**config.mk**
```make
export PLATFORM = sky130hd
export DESIGN_NAME = pixel_writer_flat
export DESIGN_NICKNAME = d
export VERILOG_FILES = /design/src/rtl/pixel_writer_if.sv /design/src/rtl/pixel_writer.sv /design/src/flat_wrapper.sv
export SDC_FILE = /design/constraint.sdc
export NUM_CORES = 1
export LEC_CHECK = 0
export ABC_AREA = 1
export CORE_MARGIN = 2
export CORE_UTILIZATION = 30
export CTS_CLUSTER_SIZE = 14
export DETAILED_ROUTE_END_ITERATION = 16
export GPL_TIMING_DRIVEN = 0
export PLACE_DENSITY = 0.57
export SLEW_MARGIN = 20
export SYNTH_ARGS = -nofsm -noshare
export SYNTH_HDL_FRONTEND = slang
export SYNTH_SLANG_ARGS = --single-unit
```
**constraint.sdc**
```tcl
create_clock -name clk -period 2.25 [get_ports clk]
set_input_delay 0.45 -clock clk [delete_from_list [all_inputs] [get_ports clk]]
set_output_delay 0.45 -clock clk [all_outputs]
set_load 0.1 [all_outputs]
```
**src/rtl/pixel_writer_if.sv**
```systemverilog
// Pixel-in and framebuffer-out signal bundle for pixel_writer.
// The slave modport is the pixel_writer view; master is the DPU/framebuffer side.
interface pixel_writer_if;
   logic        px_valid;
   logic [7:0]  px_x;
   logic [7:0]  px_y;
   logic [7:0]  px_colour;
   logic        px_ready;
   logic        fb_req;
   logic [15:0] fb_addr;
   logic [7:0]  fb_data;
   logic        fb_ack;

   modport master (
      output px_valid, px_x, px_y, px_colour, fb_ack,
      input  px_ready, fb_req, fb_addr, fb_data
   );

   modport slave (
      input  px_valid, px_x, px_y, px_colour, fb_ack,
      output px_ready, fb_req, fb_addr, fb_data
   );
endinterface

```
**src/rtl/pixel_writer.sv**
```systemverilog
// Buffers DPU pixels in a FIFO and drains them to the framebuffer over a req/ack handshake.
// Build macro PIXEL_WRITER_CLIP_EN drops off-screen pixels instead of wrapping their address.
module pixel_writer #(
   parameter int unsigned DEPTH     = 4,
   parameter int unsigned FB_WIDTH  = 160,
   parameter int unsigned FB_HEIGHT = 120
) (
   input  logic          clk,
   input  logic          rst,
   pixel_writer_if.slave bus,
   output logic          busy,
   output logic [7:0]    drop_cnt
);
   localparam int unsigned PtrW = (DEPTH > 1) ? $clog2(DEPTH) : 1;
   localparam int unsigned CntW = PtrW + 1;

   if (DEPTH < 2 || DEPTH > 16 || (DEPTH & (DEPTH - 1)) != 0 ||
       FB_WIDTH == 0 || FB_HEIGHT == 0) begin : g_bad_params
      $error("pixel_writer: DEPTH must be a power of two in 2..16 and FB sizes non-zero");
   end

   typedef enum logic [0:0] {StIdle, StReq} state_e;

   state_e          state_q, state_d;
   logic [PtrW-1:0] wr_ptr_q, wr_ptr_d;
   logic [PtrW-1:0] rd_ptr_q, rd_ptr_d;
   logic [CntW-1:0] count_q, count_d;
   logic [7:0]      drop_cnt_q, drop_cnt_d;
   logic            fb_req_q, fb_req_d;
   logic [15:0]     fb_addr_q, fb_addr_d;
   logic [7:0]      fb_data_q, fb_data_d;

   logic [15:0]     mem_addr_q [DEPTH];
   logic [7:0]      mem_data_q [DEPTH];

   logic [15:0]     push_addr;
   logic            clip;
   logic            px_ready;
   logic            push;
   logic            drop;
   logic            pop;

   // Modulo-2^16 arithmetic yields exactly the truncated wide product.
   assign push_addr = 16'(16'(bus.px_y) * 16'(FB_WIDTH) + 16'(bus.px_x));

`ifdef PIXEL_WRITER_CLIP_EN
   assign clip = (32'(bus.px_x) >= FB_WIDTH) || (32'(bus.px_y) >= FB_HEIGHT);
`else
   assign clip = 1'b0;
`endif

   // Readiness uses the pre-pop count, so a full FIFO refuses a push even while popping.
   assign px_ready = (count_q < CntW'(DEPTH));
   assign push     = bus.px_valid && px_ready && !clip;
   assign drop     = bus.px_valid && !(px_ready && !clip);
   assign pop      = (state_q == StReq) && bus.fb_ack;

   always_ff @(posedge clk) begin
      if (push) begin
         mem_addr_q[wr_ptr_q] <= push_addr;
         mem_data_q[wr_ptr_q] <= bus.px_colour;
      end
   end

   always_comb begin
      wr_ptr_d   = wr_ptr_q;
      rd_ptr_d   = rd_ptr_q;
      count_d    = count_q;
      drop_cnt_d = drop_cnt_q;

      if (push) begin
         wr_ptr_d = wr_ptr_q + PtrW'(1);
      end
      if (pop) begin
         rd_ptr_d = rd_ptr_q + PtrW'(1);
      end

      unique case ({push, pop})
         2'b10:   count_d = count_q + CntW'(1);
         2'b01:   count_d = count_q - CntW'(1);
         default: count_d = count_q;
      endcase

      if (drop && (drop_cnt_q != 8'hFF)) begin
         drop_cnt_d = drop_cnt_q + 8'd1;
      end
   end

   always_comb begin
      state_d   = state_q;
      fb_req_d  = fb_req_q;
      fb_addr_d = fb_addr_q;
      fb_data_d = fb_data_q;

      unique case (state_q)
         StIdle: begin
            if (count_q != '0) begin
               state_d   = StReq;
               fb_req_d  = 1'b1;
               fb_addr_d = mem_addr_q[rd_ptr_q];
               fb_data_d = mem_data_q[rd_ptr_q];
            end
         end
         StReq: begin
            // Head stays in the FIFO until acknowledged; address/data registers hold.
            if (bus.fb_ack) begin
               state_d  = StIdle;
               fb_req_d = 1'b0;
            end
         end
      endcase
   end

   always_ff @(posedge clk) begin
      if (rst) begin
         state_q    <= StIdle;
         wr_ptr_q   <= '0;
         rd_ptr_q   <= '0;
         count_q    <= '0;
         drop_cnt_q <= '0;
         fb_req_q   <= 1'b0;
         fb_addr_q  <= '0;
         fb_data_q  <= '0;
      end else begin
         state_q    <= state_d;
         wr_ptr_q   <= wr_ptr_d;
         rd_ptr_q   <= rd_ptr_d;
         count_q    <= count_d;
         drop_cnt_q <= drop_cnt_d;
         fb_req_q   <= fb_req_d;
         fb_addr_q  <= fb_addr_d;
         fb_data_q  <= fb_data_d;
      end
   end

   assign bus.px_ready = px_ready;
   assign bus.fb_req   = fb_req_q;
   assign bus.fb_addr  = fb_addr_q;
   assign bus.fb_data  = fb_data_q;
   assign busy         = (count_q != '0) || (state_q == StReq);
   assign drop_cnt     = drop_cnt_q;
endmodule
```
**src/flat_wrapper.sv**
```systemverilog
// flat-port wrapper written by rule: the top's interface ports become plain ports
module pixel_writer_flat 
#(
   parameter int unsigned DEPTH     = 4,
   parameter int unsigned FB_WIDTH  = 160,
   parameter int unsigned FB_HEIGHT = 120
)
  (clk, rst, busy, drop_cnt, bus_px_valid, bus_px_x, bus_px_y, bus_px_colour, bus_fb_ack, bus_px_ready, bus_fb_req, bus_fb_addr, bus_fb_data);
  pixel_writer_if bus_i ();
  input  logic clk;
  input  logic rst;
  output logic busy;
  output logic [7:0] drop_cnt;
  input wire logic [$bits(bus_i.px_valid)-1:0] bus_px_valid;
  input wire logic [$bits(bus_i.px_x)-1:0] bus_px_x;
  input wire logic [$bits(bus_i.px_y)-1:0] bus_px_y;
  input wire logic [$bits(bus_i.px_colour)-1:0] bus_px_colour;
  input wire logic [$bits(bus_i.fb_ack)-1:0] bus_fb_ack;
  output wire logic [$bits(bus_i.px_ready)-1:0] bus_px_ready;
  output wire logic [$bits(bus_i.fb_req)-1:0] bus_fb_req;
  output wire logic [$bits(bus_i.fb_addr)-1:0] bus_fb_addr;
  output wire logic [$bits(bus_i.fb_data)-1:0] bus_fb_data;
  assign bus_i.px_valid = bus_px_valid;
  assign bus_i.px_x = bus_px_x;
  assign bus_i.px_y = bus_px_y;
  assign bus_i.px_colour = bus_px_colour;
  assign bus_i.fb_ack = bus_fb_ack;
  assign bus_px_ready = bus_i.px_ready;
  assign bus_fb_req = bus_i.fb_req;
  assign bus_fb_addr = bus_i.fb_addr;
  assign bus_fb_data = bus_i.fb_data;
  pixel_writer #(.DEPTH(DEPTH), .FB_WIDTH(FB_WIDTH), .FB_HEIGHT(FB_HEIGHT)) u_core (.clk(clk), .rst(rst), .bus(bus_i), .busy(busy), .drop_cnt(drop_cnt));
endmodule
```
==> flow_summary_export.csv <==
group,metric,value,unit
run_status,status,"completed",
routing,drt_first_pass_iters,5,
global_route,overflow,0,
die,coreArea,0.01933,mm²
yosys,yosys.area_share.simple,13.53,%
hold_path,hp-start,"u_core.count_q[0]",
critical_path,critical_path_class,"in -> reg",
final_layout,area_growth,30.29,%
place,post-place-cells,886,
routing,via_per_inst,4.663,
hold_path,hp-class,"reg -> reg",
pwr,peakVddDrop,545.6,µV
global_route,grt_pass1_wl,21950,µm
yosys,synth_mux_area_share,0,%
sta,slew_violations,0,
critical_path,critPathCaptureType,"register",
yosys,ys_ff_latch,137,
hold_path,hold_path_end,"u_core.count_q[0]",
die,pin_count,63,
pwr,power_density,1105,mW/mm²
global_route,grt_max_degree,18,
final_layout,antennaDiodeCount,0,
critical_path,cp-start-kind,"input port",
sta,tightestPinTransition,1.016,ns
clock_network,path_clk_slew,0.06,ns
sta,max_clock_freq,0.4604,GHz
global_route,antenna_found_initial,0,
critical_path,crit_path_top_delay_cell,"fa_2",
pwr,finalPower,8.429,mW
routing,postRouteAntennaNets,0,
critical_path,crit_path_frequent_cell,"nand2_2",
clock_network,ctsHoldBuffers,0,
final_layout,final_common_cell,"nor2_1",
critical_path,reg2reg_to,"u_core.count_q[2]",
yosys,synth_area,0.005853,mm²
sta,max_slew_margin,32.52,%
die,start_util,30.27,%
routing,wire_per_inst,15.16,µm
final_layout,fin_cells,920,
final_layout,post-route-util,39.44,%
critical_path,slowest_delay,0.54,ns
sta,fin_ws,0.07819,ns
clock_network,clock-root-buffer,"clkbuf_16",
job,drv_cap,0,
clock_network,numCtsBuffers,17,
critical_path,r2r_cells,9,
final_layout,final_cell_mix,"109 x nor2_1, 96 x edfxtp_1, 47 x o21ai_0",
critical_path,worstPathRequired,2.41,ns
yosys,syn_inst,555,
place,port_buffers,62,
global_route,track_usage,14.16,%
sta,hold_viol,0,
critical_path,worstPathMaxFanout,4,
yosys,synth_edf_count,96,
sta,skew,0.006421,ns
clock_network,clk_latency,0.41,ns
yosys,synth_warnings,0,
sta,rsz0062_at_grt,"no",
global_route,grt_pass1_vias,4203,
yosys,syn_avg_cell_area,10.55,µm²
place,dp_slack,-0.7626,ns
critical_path,arrival,2.33,ns
critical_path,regToRegStartpoint,"u_core.count_q[2]",
sta,finalHoldWorstSlack,0.5025,ns
final_layout,drive_above_1_share,14.20,%
hold_path,hold_depth,1,
final_layout,fin_nets,694,
yosys,synth_top_family_by_area,"simple AND/OR/NAND/NOR gates",
place,dp_hpwl,9347,µm
clock_network,clock_path_buffers,2,
yosys,synth_fa_ha_area_share,5.515,%
routing,num_vias,4290,
yosys,async_reset_ff_share,0,%
clock_network,htree_num_levels,4,
yosys,synth.yosys.seq_area_share,63.27,%
die,fp.dieW,143.7,µm
die,die_h,143.7,µm
pwr,leakagePower,2.922,nW
routing,drt_iter0_markers,301,
routing,totalWireLength,13950,µm
sta,period_needed,2.172,ns
yosys,yosys.cell_types.count,29,
critical_path,path_cells,"dlygate4sd2_1 > ha_2 > ha_4 > fa_2 > nand2_2 > inv_2 > nand2_2 > nor2_4 > nand3_2 > o21bai_4 > nand2_4",
clock_network,clkSinkCount,137,
place,place_congestion,0.8109,
sta,finalCritPeriodShare,96.52,%
yosys,synth-xor-area-share,1.496,%
die,std_cell_rows,51,
clock_network,cts_tree,"yes",
yosys,synth_ff_type,"edfxtp_1",
die,dieArea,0.02064,mm²
critical_path,r2r_setup_slack,0.33,ns
sta,setup_viol,0,
yosys,synth_compound_area_share,11.50,%
routing,drcViolationCount,0,
yosys,synth_nets,607,
## routing by layer
layer	GRT usage [%]	part of all wire [%]	vias to the layer above
met5	0	0	-
met4	5.263	1.6	0
met3	3.299	6.0	19
met1	17.10	42	2047
li1	-	-	2102
met2	24.59	50	122
## repair_timing
action | 4_1_cts | 5_1_grt
pin swaps | 5 | 5
setup buffers | 2 | 0
endpoints found under the setup margin | 59 | 19
resized for setup | 46 | 27
## where the power goes
part	internal (mW)	total (mW)	switching [mW]
registers	3.06	3.19	0.136
clock network	1.53	2.58	1.05
logic	0.582	2.66	2.08
total	5.17	8.43	3.26
## kinds of logic (layout without fill, tap and decap cells)
family | after synthesis | count (layout)
AND/OR/NAND/NOR | 190 | 190
XOR/XNOR | 10 | 10
adder cells (fa/ha/maj) | 24 | 24
flip-flops | 137 | 137
AO/OA/AOI/OAI | 127 | 127
buffers and inverters | 67 | 167
## worst max-delay path by stage
stage                 startpoint                       end  slack, ns  depth (start not counted)
2_1_floorplan  u_core.count_q[2]   u_core.mem_addr_q[0][0]      -0.20                          3
3_3_place_gp        bus_px_valid   u_core.mem_addr_q[3][7]      -1.30                          3
3_5_place_dp         bus_px_y[1]  u_core.mem_addr_q[0][14]      -0.76                         11
4_1_cts        u_core.count_q[0]                      busy      -0.13                          2
5_1_grt              bus_px_y[6]  u_core.mem_addr_q[0][15]      0.006                         11
6_report             bus_px_y[2]  u_core.mem_addr_q[0][14]       0.08                         11
## cell type report
cell class              count  area [µm²]
flip-flops and latches    137        3704
plain buffers              25       116.4
repair buffers             68       699.4
well taps                 265       331.6
clock inverters            13       120.1
inverters                  42       157.7
clock buffers              19       432.9
fillers                  1851       11710
multi-input cells         351        2064
## Yosys cell counts, types with 2 or more instances
library cell / instances / area, µm²
dfxtp_1: 41 / 820.8
nand2_2: 6 / 37.54
o21ai_1: 33 / 165.2
nor2_1: 114 / 427.9
nand2_1: 42 / 157.7
nor2_4: 2 / 22.52
xnor2_1: 4 / 35.03
buf_2: 12 / 60.06
buf_4: 2 / 15.01
clkbuf_1: 11 / 41.29
fa_1: 3 / 60.06
o21ai_0: 49 / 245.2
ha_1: 21 / 262.8
nand4_1: 5 / 31.28
a31oi_1: 25 / 156.4
inv_2: 4 / 15.01
xor2_1: 6 / 52.55
inv_1: 37 / 138.9
a21oi_1: 18 / 90.09
edfxtp_1: 96 / 2883
nand3_1: 16 / 80.08
## sequential cells by signal, summed over array words and instances, names as in the netlist
name,count
u_core.bus.fb_addr,16
u_core.bus.fb_data,8
u_core.bus.fb_req,1
u_core.count_q,3
u_core.drop_cnt,8
u_core.mem_addr_q,64
u_core.mem_data_q,32
u_core.rd_ptr_q,2
u_core.state_q,1
u_core.wr_ptr_q,2
## through the flow
stage | instance area [µm²] | setup TNS [ns]
floorplan | 5883 | -18.85
global placement | 6835 | -133.54
detailed placement | 6975 | -19.13
CTS | 7528 | -0.1289
global route | 7626 | 0
finish | 7626 | 0
## worst max-delay path, delay by kind of cell
| kind | cells | cell delay, ns |
|---|---|---|
| adders and majority gates | 3 | 0.91 |
| and+or+nand+nor | 5 | 0.47 |
| buffers and inverters | 2 | 0.34 |
| AOI/OAI and AO/OA | 1 | 0.16 |
(Power assumes the default switching activity.)
